File: config.mk
export PLATFORM = sky130hd
export DESIGN_NAME = wb_burst_master_flat
export DESIGN_NICKNAME = d
export VERILOG_FILES = /design/src/rtl/wb_burst_master_pkg.sv /design/src/rtl/wb_burst_master_if.sv /design/src/rtl/wb_burst_master_wb_ack_watchdog.sv /design/src/rtl/wb_burst_master.sv /design/src/flat_wrapper.sv
export SDC_FILE = /design/constraint.sdc
export NUM_CORES = 1
export LEC_CHECK = 0
export ABC_AREA = 1
export CAP_MARGIN = 15
export CORE_MARGIN = 8
export CORE_UTILIZATION = 30
export DETAILED_ROUTE_END_ITERATION = 16
export PLACE_DENSITY = 0.67
export SLEW_MARGIN = 20
export SYNTH_ARGS = -nofsm -noshare
export SYNTH_HDL_FRONTEND = slang
export SYNTH_HIERARCHICAL = 1
export SYNTH_SLANG_ARGS = --single-unit
File: constraint.sdc
create_clock -name wb_clk_i -period 1.5 [get_ports wb_clk_i]
set_input_delay 0.225 -clock wb_clk_i [delete_from_list [all_inputs] [get_ports wb_clk_i]]
set_output_delay 0.225 -clock wb_clk_i [all_outputs]
set_load 0.02 [all_outputs]
File: src/rtl/wb_burst_master_pkg.sv
// Shared types and constants for the Wishbone burst master.
package wb_master_pkg;

  localparam logic [2:0] CTI_CLASSIC = 3'b000;
  localparam logic [2:0] CTI_INCR    = 3'b010;
  localparam logic [2:0] CTI_EOB     = 3'b111;

  typedef enum logic [1:0] {
    IDLE = 2'd0,
    XFER = 2'd1,
    DONE = 2'd2
  } state_t;

endpackage

File: src/rtl/wb_burst_master_if.sv
// Wishbone initiator/responder bundle between the burst master and the SDRAM controller.
interface wb_burst_master_if #(
  parameter int DW = 32,
  parameter int AW = 26
);

  logic            wb_cyc_o;
  logic            wb_stb_o;
  logic            wb_we_o;
  logic [AW-1:0]   wb_addr_o;
  logic [DW-1:0]   wb_dat_o;
  logic [DW/8-1:0] wb_sel_o;
  logic [2:0]      wb_cti_o;
  logic            wb_ack_i;
  logic [DW-1:0]   wb_dat_i;

  modport master (
    output wb_cyc_o, wb_stb_o, wb_we_o, wb_addr_o, wb_dat_o, wb_sel_o, wb_cti_o,
    input  wb_ack_i, wb_dat_i
  );

  modport slave (
    input  wb_cyc_o, wb_stb_o, wb_we_o, wb_addr_o, wb_dat_o, wb_sel_o, wb_cti_o,
    output wb_ack_i, wb_dat_i
  );

endinterface

File: src/rtl/wb_burst_master_wb_ack_watchdog.sv
// Ack watchdog: counts strobed cycles that get no ack; expired marks the final allowed one.
module wb_ack_watchdog #(
  parameter int TIMEOUT = 1024
) (
  input  logic clk,
  input  logic rst_n,
  input  logic clear,
  input  logic enable,
  output logic expired
);

  localparam int CW = (TIMEOUT > 1) ? $clog2(TIMEOUT) : 1;
  localparam logic [CW-1:0] LAST = CW'(TIMEOUT - 1);

  logic [CW-1:0] count;

  // Wait-cycle counter, restarted by each accepted beat and outside transfers
  always_ff @(posedge clk or negedge rst_n) begin
    if (!rst_n) begin
      count <= '0;
    end else if (clear) begin
      count <= '0;
    end else if (enable) begin
      count <= count + 1'b1;
    end
  end

  // Terminal count reached
  always_comb begin
    expired = (count == LAST);
  end

endmodule

File: src/rtl/wb_burst_master.sv
// Wishbone burst initiator: turns valid/ready commands into classic or incrementing bursts.
module wb_burst_master
  import wb_master_pkg::*;
#(
  parameter int DW      = 32,
  parameter int AW      = 26,
  parameter int LENW    = 8,
  parameter int TIMEOUT = 1024
) (
  input  logic              wb_clk_i,
  input  logic              wb_resetn,
  input  logic              sdr_init_done,
  input  logic              cmd_valid,
  output logic              cmd_ready,
  input  logic              cmd_we,
  input  logic [AW-1:0]     cmd_addr,
  input  logic [LENW-1:0]   cmd_len,
  input  logic [DW/8-1:0]   cmd_sel,
  input  logic [DW-1:0]     wdata,
  input  logic              wdata_valid,
  output logic              wdata_ready,
  output logic [DW-1:0]     rdata,
  output logic              rdata_valid,
  output logic              done,
  output logic              err,
  wb_burst_master_if.master wb
);

  state_t          state;
  logic            armed;
  logic            we;
  logic            single;
  logic            abort;
  logic [AW-1:0]   addr;
  logic [DW/8-1:0] sel;
  logic [LENW-1:0] remaining;

  logic xfer;
  logic stb;
  logic beat_ack;
  logic last_beat;
  logic wd_clear;
  logic wd_enable;
  logic expired;

  // Beat qualification; write strobe follows the data stream so starvation inserts wait states
  always_comb begin
    xfer      = (state == XFER);
    stb       = xfer && (!we || wdata_valid);
    beat_ack  = stb && wb.wb_ack_i;
    last_beat = (remaining == '0);
    wd_clear  = !xfer || beat_ack;
    wd_enable = stb && !wb.wb_ack_i;
  end

  wb_ack_watchdog #(
    .TIMEOUT(TIMEOUT)
  ) u_watchdog (
    .clk     (wb_clk_i),
    .rst_n   (wb_resetn),
    .clear   (wd_clear),
    .enable  (wd_enable),
    .expired (expired)
  );

  // Output decode from registered state; armed keeps cmd_ready low while in reset
  always_comb begin
    cmd_ready    = armed && (state == IDLE) && sdr_init_done;
    wdata_ready  = beat_ack && we;
    done         = (state == DONE);
    err          = (state == DONE) && abort;
    wb.wb_cyc_o  = xfer;
    wb.wb_stb_o  = stb;
    wb.wb_we_o   = we;
    wb.wb_addr_o = addr;
    wb.wb_sel_o  = sel;
    wb.wb_dat_o  = (xfer && we) ? wdata : '0;
    if (!xfer || single) begin
      wb.wb_cti_o = CTI_CLASSIC;
    end else if (last_beat) begin
      wb.wb_cti_o = CTI_EOB;
    end else begin
      wb.wb_cti_o = CTI_INCR;
    end
  end

  // Command FSM with address and beat counters
  always_ff @(posedge wb_clk_i or negedge wb_resetn) begin
    if (!wb_resetn) begin
      state     <= IDLE;
      armed     <= 1'b0;
      we        <= 1'b0;
      single    <= 1'b0;
      abort     <= 1'b0;
      addr      <= '0;
      sel       <= '0;
      remaining <= '0;
    end else begin
      armed <= 1'b1;
      unique case (state)
        IDLE: begin
          if (cmd_valid && cmd_ready) begin
            we        <= cmd_we;
            addr      <= cmd_addr;
            sel       <= cmd_sel;
            remaining <= cmd_len;
            single    <= (cmd_len == '0);
            abort     <= 1'b0;
            state     <= XFER;
          end
        end
        XFER: begin
          // A beat that is acked in the watchdog's final cycle still completes normally
          if (beat_ack) begin
            addr      <= addr + 1'b1;
            remaining <= remaining - 1'b1;
            if (last_beat) begin
              state <= DONE;
            end
          end else if (stb && expired) begin
            abort <= 1'b1;
            state <= DONE;
          end
        end
        DONE: begin
          state <= IDLE;
        end
        default: begin
          state <= IDLE;
        end
      endcase
    end
  end

  // Read data path, one cycle behind the ack
  always_ff @(posedge wb_clk_i or negedge wb_resetn) begin
    if (!wb_resetn) begin
      rdata       <= '0;
      rdata_valid <= 1'b0;
    end else begin
      rdata       <= wb.wb_dat_i;
      rdata_valid <= beat_ack && !we;
    end
  end

endmodule

File: src/flat_wrapper.sv
// flat-port wrapper written by rule: the top's interface ports become plain ports
module wb_burst_master_flat import wb_master_pkg::*;
#(
  parameter int DW      = 32,
  parameter int AW      = 26,
  parameter int LENW    = 8,
  parameter int TIMEOUT = 1024
)
  (wb_clk_i, wb_resetn, sdr_init_done, cmd_valid, cmd_ready, cmd_we, cmd_addr, cmd_len, cmd_sel, wdata, wdata_valid, wdata_ready, rdata, rdata_valid, done, err, wb_wb_cyc_o, wb_wb_stb_o, wb_wb_we_o, wb_wb_addr_o, wb_wb_dat_o, wb_wb_sel_o, wb_wb_cti_o, wb_wb_ack_i, wb_wb_dat_i);
  wb_burst_master_if #(.DW(DW), .AW(AW)) wb_i ();
  input  logic wb_clk_i;
  input  logic wb_resetn;
  input  logic sdr_init_done;
  input  logic cmd_valid;
  output logic cmd_ready;
  input  logic cmd_we;
  input  logic [AW-1:0] cmd_addr;
  input  logic [LENW-1:0] cmd_len;
  input  logic [DW/8-1:0] cmd_sel;
  input  logic [DW-1:0] wdata;
  input  logic wdata_valid;
  output logic wdata_ready;
  output logic [DW-1:0] rdata;
  output logic rdata_valid;
  output logic done;
  output logic err;
  output wire logic [$bits(wb_i.wb_cyc_o)-1:0] wb_wb_cyc_o;
  output wire logic [$bits(wb_i.wb_stb_o)-1:0] wb_wb_stb_o;
  output wire logic [$bits(wb_i.wb_we_o)-1:0] wb_wb_we_o;
  output wire logic [$bits(wb_i.wb_addr_o)-1:0] wb_wb_addr_o;
  output wire logic [$bits(wb_i.wb_dat_o)-1:0] wb_wb_dat_o;
  output wire logic [$bits(wb_i.wb_sel_o)-1:0] wb_wb_sel_o;
  output wire logic [$bits(wb_i.wb_cti_o)-1:0] wb_wb_cti_o;
  input wire logic [$bits(wb_i.wb_ack_i)-1:0] wb_wb_ack_i;
  input wire logic [$bits(wb_i.wb_dat_i)-1:0] wb_wb_dat_i;
  assign wb_wb_cyc_o = wb_i.wb_cyc_o;
  assign wb_wb_stb_o = wb_i.wb_stb_o;
  assign wb_wb_we_o = wb_i.wb_we_o;
  assign wb_wb_addr_o = wb_i.wb_addr_o;
  assign wb_wb_dat_o = wb_i.wb_dat_o;
  assign wb_wb_sel_o = wb_i.wb_sel_o;
  assign wb_wb_cti_o = wb_i.wb_cti_o;
  assign wb_i.wb_ack_i = wb_wb_ack_i;
  assign wb_i.wb_dat_i = wb_wb_dat_i;
  wb_burst_master #(.DW(DW), .AW(AW), .LENW(LENW), .TIMEOUT(TIMEOUT)) u_core (.wb_clk_i(wb_clk_i), .wb_resetn(wb_resetn), .sdr_init_done(sdr_init_done), .cmd_valid(cmd_valid), .cmd_ready(cmd_ready), .cmd_we(cmd_we), .cmd_addr(cmd_addr), .cmd_len(cmd_len), .cmd_sel(cmd_sel), .wdata(wdata), .wdata_valid(wdata_valid), .wdata_ready(wdata_ready), .rdata(rdata), .rdata_valid(rdata_valid), .done(done), .err(err), .wb(wb_i));
endmodule
* After elaboration in Yosys (flattened, before gate mapping)
Cells that the tools add are included.
Word-level totals: bits in registers 87, bits of input ports 109, output and inout port bits 105
Operators by class: $add $sub $neg 3, eq/ne operators 9, muxes and demuxes 20, reduce and logical (&&, ||, !) cells 26
Operators with widths (count):
- $mux W26 | 2
- $pmux W26 S2 | 1
- $mux W32 | 1
- $add A26 B1 Y26 const B | 1
- $mux W10 | 2
- $logic_not A8 Y1 | 2
- $mux W8 | 2
- $pmux W8 S2 | 1
- $logic_and A1 B1 Y1 | 11
- $add A10 B1 Y10 const B | 1
- $eq A10 B10 Y1 const B | 1
- $mux W2 | 4
- $ne A2 B2 Y1 const B | 4
- $sub A8 B1 Y8 const B | 1
- $mux W3 | 2
- $ne A3 B3 Y1 const B | 2
- $reduce_and A3 Y1 | 2
- $pmux W2 S2 | 1
- $reduce_and A4 Y1 | 1
- $reduce_bool A2 Y1 | 2
- $logic_not A1 Y1 | 3
- $logic_or A1 B1 Y1 | 3
- $mux W1 | 3
- $eq A2 B1 Y1 const B | 1
- 4 further kinds | 4

* Longest topological paths before layout
depth after elaboration 7, depth in mapped cells 13

* Hierarchy
Netlist, hierarchy kept.
By module, submodules not included:
- wb_burst_master | times used 1, cells each 556, area an instance 4056.4 µm², sequential area each 1926.8 µm²
- wb_ack_watchdog | times used 1, cells each 77, area an instance 579.3 µm², sequential area each 250.2 µm²

* Least setup slack after synthesis
OpenSTA, ideal clock, no wires.
kind reg-to-output, from register u_core.state[1], to output port wb_wb_cti_o[2], data arrival time 1.688 ns, data required time 1.275 ns, path slack -0.413 ns, stages on the path, launching flop included 7, buffers on the path 3, cell sequence dfrtp_1 inv_1 nand2_2 buf_6 clkbuf_1 nor3_1 buf_4
Between the ends: longest elaborated chain between the ends 4
RTL lines:
- start, declared | RTL line wb_burst_master.sv:29 | state_t state;
- start signal, assigned | RTL line wb_burst_master.sv:90 | state <= IDLE;
- start signal, assigned | RTL line wb_burst_master.sv:109 | state <= XFER;
- start signal, assigned | RTL line wb_burst_master.sv:118 | state <= DONE;
- $eq A2 B1 Y1 | RTL line wb_burst_master.sv:48 | xfer = (state == XFER);
- $logic_not A1 Y1 | RTL line wb_burst_master.sv:78 | if (!xfer || single) begin
- $logic_or A1 B1 Y1 | RTL line wb_burst_master.sv:78
- $mux W3 | RTL line wb_burst_master.sv:78
- end, declared | RTL line flat_wrapper.sv:33 | output wire logic [$bits(wb_i.wb_cti_o)-1:0] wb_wb_cti_o;
Every way passes these cells.

* Worst setup path in the final report
from register u_core.state[1], to register u_core.u_watchdog.count[6]
Between the ends: elaborated cells on any way between the ends 8, those cells by class eq/ne: 1; mux: 1; reduce/logical: 6
RTL lines:
- $eq A2 B1 Y1 | RTL line wb_burst_master.sv:48
- $logic_and A1 B1 Y1 | RTL line wb_burst_master.sv:49 | stb = xfer && (!we || wdata_valid);
- $logic_and A1 B1 Y1 | RTL line wb_burst_master.sv:53 | wd_enable = stb && !wb.wb_ack_i;
- named net u_core.wd_enable | RTL line wb_burst_master.sv:43 | logic wd_enable;
- $reduce_bool A2 Y1 (no line)
- end signal, assigned | RTL line wb_burst_master_wb_ack_watchdog.sv:24 | count <= count + 1'b1;
- end, declared | RTL line wb_burst_master_wb_ack_watchdog.sv:15 | logic [CW-1:0] count;
The timed path passes the listed nets, and every way through them passes these cells. A chain may end at the register's enable or synchronous reset.

==> results.py <==
metrics = {
    "synth": {
        "synthXorXnorAreaFrac_pct": 0.756,
        "yosysWarnings": 6,
        "synth-seq-cells": 87,
        "synth_enable_flop_cells": 0,
        "synthTopCellsByCount": "nand2_1 (178), nor2_1 (124), dfrtp_1 (87)",
        "synthesis.area_um2": 4640,
        "yosysMostFrequentCell": "nand2_1",
        "synthSimpleGateAreaFrac_pct": 33.3,
        "yosysTopAreaCell": "dfrtp_1",
        "ys_types": 38,
        "synth_top_family_by_area": "simple AND/OR/NAND/NOR gates",
        "synthCells": 633,
        "ys_async_sr_fraction_pct": 100,
        "synthFlopType": "dfrtp_1",
        "synth_fa_ha_area_share_pct": 1.08,
        "syn_area_per_cell_um2": 7.32,
        "synth_nets": 746,
        "synth.mux.area_fraction_pct": 0,
        "synth_compound_area_share_pct": 8.10,
        "yosysSeqAreaShare_pct": 47.0,
        "synth_top_area_share_pct": 47.0,
        "synth_area_leaders": "dfrtp_1 (47%), nand2_1 (14%), nor2_1 (10%), inv_1 (6.6%), nand3_1 (4.8%)",
    },
    "timing": {
        "worst_slack_ns": -0.245,
        "final.setup.tns_ns": -13.16,
        "finalCriticalPeriod_ns": 1.74,
        "rsz0062_at_grt": "true",
        "skew_ns": 0.00480,
        "setup_violations": 84,
        "fmax_ghz": 0.573,
        "slew_viol_final": 0,
        "hold_viol": 0,
        "min_period_over_period_pct": 116,
    },
    "setup_path": {
        "path_class": "reg2reg",
        "path_delay_family": "simple AND/OR/NAND/NOR gates",
        "reg2reg_from": "u_core/state[1]",
        "crit_required_ns": 1.75,
        "start_kind": "flip-flop",
        "crit_path_end_kind": "flip-flop",
        "crit_cells": 14,
        "crit_buf_inv": 6,
        "r2r_slack_ns": -0.24,
        "slowest_stage": "dfrtp_1",
        "max_stage_delay_ns": 0.39,
        "critPathCapture": "u_core/u_watchdog/count[6]",
        "reg2regPathDepth": 14,
        "crit_fanout": 7,
        "crit_chain": "inv_2 -> nand2_4 -> buf_6 -> a21oi_4 -> buf_6 -> inv_4 -> nor2_4 -> inv_2 -> nand2_4 -> nand3_2 -> nand2_2 -> nand3_2 -> nand2_1 -> inv_1",
        "cp.arrival_ns": 1.99,
        "reg2reg_to": "u_core/u_watchdog/count[6]",
        "critPathLaunch": "u_core/state[1]",
    },
    "status": {
        "violations": "negative setup slack",
        "status": "finished, violations left",
    },
    "floorplanning": {
        "fp.dieH_um": 140,
        "core-area_um2": 15100,
        "dieWidth_um": 140,
        "rows": 45,
        "die-area_um2": 19700,
        "pin_count": 214,
        "start_util_pct": 30.6,
    },
    "grt": {
        "grt_pass1_vias": 5086,
        "grt_util_all_layers_pct": 17.1,
        "grt_overflow_total": 0,
        "grt_antenna_before_repair": 0,
        "grt_pass1_wl_um": 26800,
        "grt_max_degree": 88,
    },
    "cts": {
        "cts_root_buffer": "clkbuf_16",
        "h-tree-depth": 3,
        "cts_tree": "yes",
        "cts.sinks": 87,
        "cts_buffer_depth": 2,
        "cts_made_buffers": 9,
        "path_clk_slew_ns": 0.07,
        "clk-insertion-delay-late_ns": 0.35,
    },
    "power": {
        "p_clk_share_pct": 14.1,
        "power_frac_comb_pct": 62.6,
        "switchingPower_w": 0.00675,
        "p_leak_nw": 4.15,
        "p_int_w": 0.00869,
        "p_per_area_nw_per_um2": 1720,
        "ir_drop_mv": 0.767,
        "switching_share_pct": 43.7,
        "pwr-share-seq_pct": 23.4,
    },
    "placement": {
        "dpl.hpwl_um": 12200,
        "postPlaceCellArea_um2": 7560,
        "place_congestion": 0.808,
        "pre_cts_ws_ns": -0.399,
        "port_buffers": 213,
    },
    "drt": {
        "route.detailed.drc": 0,
        "drt_iter0_drc": 263,
        "via_per_inst": 4.62,
        "wirelength_um": 17700,
        "vias": 5253,
        "first_pass_iters": 5,
        "ant_nets": 0,
        "wire_per_inst_um": 15.6,
    },
    "layout": {
        "area_growth_pct": 93.6,
        "antenna_cells": 0,
        "finalNetCount": 1058,
        "multi_input_area_um2": 2690,
        "nFillCells": 1315,
        "drive_above_1_share_pct": 31.9,
        "final_area_um2": 8970,
        "regArea_um2": 2180,
    },
    "job": {
        "drv_cap": 0,
    },
    "hold_path": {
        "hp-start": "wb_wb_dat_i[19]",
        "hold_path_class": "in2reg",
    },
}
==> how the worst min path moves through the flow <==
stage                                  end  slack, ns  depth (start not counted)
final                     u_core/rdata[19]       0.31                          1
after global routing      u_core/rdata[15]       0.30                          1
after CTS                 u_core/rdata[29]       0.30                          1
after detailed placement  u_core/rdata[18]       0.31                          2
after global placement    u_core/rdata[18]       0.32                          2
after floorplan               u_core/abort      -0.07                          0
==> stage by stage <==
stage	power [W]	cells	utilization (%)	hold slack, ns
global placement	0.0108	1082	49.9	0.317
detailed placement	0.0109	1082	49.9	0.312
floorplan	0.00740	633	-	-0.0706
finish	0.0154	1138	59.2	0.309
CTS	0.0145	1131	55.2	0.297
global route	0.0165	1138	59.2	0.296
==> routing by layer <==
metal / up-vias / wire length, um / track usage [%]
met3: 14 / 1170 / 4.35
met1: 2467 / 7440 / 20.0
met4: 0 / 216 / 5.09
met2: 174 / 8910 / 30.1
met5: - / 0 / 0
li1: 2598 / - / -
==> layout make-up <==
class | instances | area share [%]
clock inverter | 7 | 0.641
timing repair buffer | 321 | 36.3
tap | 188 | 2.62
clock buffer | 9 | 2.51
inverter | 84 | 3.63
sequential | 87 | 24.3
multi-input combinational | 442 | 30.0
==> cell families (layout without fill, tap and decap cells) <==
kind of cell    count (synthesis)  in the layout
buf+inv                       104            421
compound gates                 59             59
other cells                     1              1
xor+xnor                        4              4
fa+ha+maj                       4              4
simple gates                  374            374
flops                          87             87
==> registers in the layout, indices dropped and copies added, names as in the netlist, 2 cells and up <==
name                     count
u_core/wb.wb_sel_o           4
u_core/remaining             8
u_core/wb.wb_addr_o         26
u_core/u_watchdog/count     10
u_core/state                 2
u_core/rdata                32
==> cells in the final DEF (no fill, tap or decap), types with 3 or more instances in the layout <==
cell type,instances
o21ai_1,8
buf_4,70
nand2_4,5
clkbuf_16,13
o21ai_2,3
inv_2,6
buf_6,59
dlygate4sd2_1,58
buf_8,5
xor2_1,3
o21bai_1,6
dfrtp_1,81
nor2_1,58
a31oi_1,5
a21oi_4,4
nor2_2,17
clkdlybuf4s50_1,107
buf_12,8
inv_1,75
nand3_2,7
a21oi_2,4
buf_16,3
o21ai_0,12
nand4_1,7
o211ai_1,3
a21oi_1,5
nand3_1,39
dfrtp_2,6
nand2_2,15
nor2_4,52
nand2_1,159
clkdlybuf4s15_1,6
==> power by group through the flow <==
stage,Combinational (W),Clock (W),Sequential [W]
after detailed placement,0.00725,0,0.00362
after global routing,0.0104,0.00233,0.00371
after CTS,0.00867,0.00223,0.00359
after global placement,0.00718,0,0.00359
final,0.00966,0.00217,0.00361
after floorplan,0.00326,0,0.00414
==> timing repair <==
item | 4_1_cts | 5_1_grt
hold buffers | 1 | 0
pin swaps | 9 | 48
hold endpoints to repair | 87 | 0
resized for setup | 358 | 160
gates cloned | 7 | 4
buffers inserted | 25 | 15
endpoints found under the setup margin | 146 | 94
No activity file was read; power rests on OpenSTA's default activity.
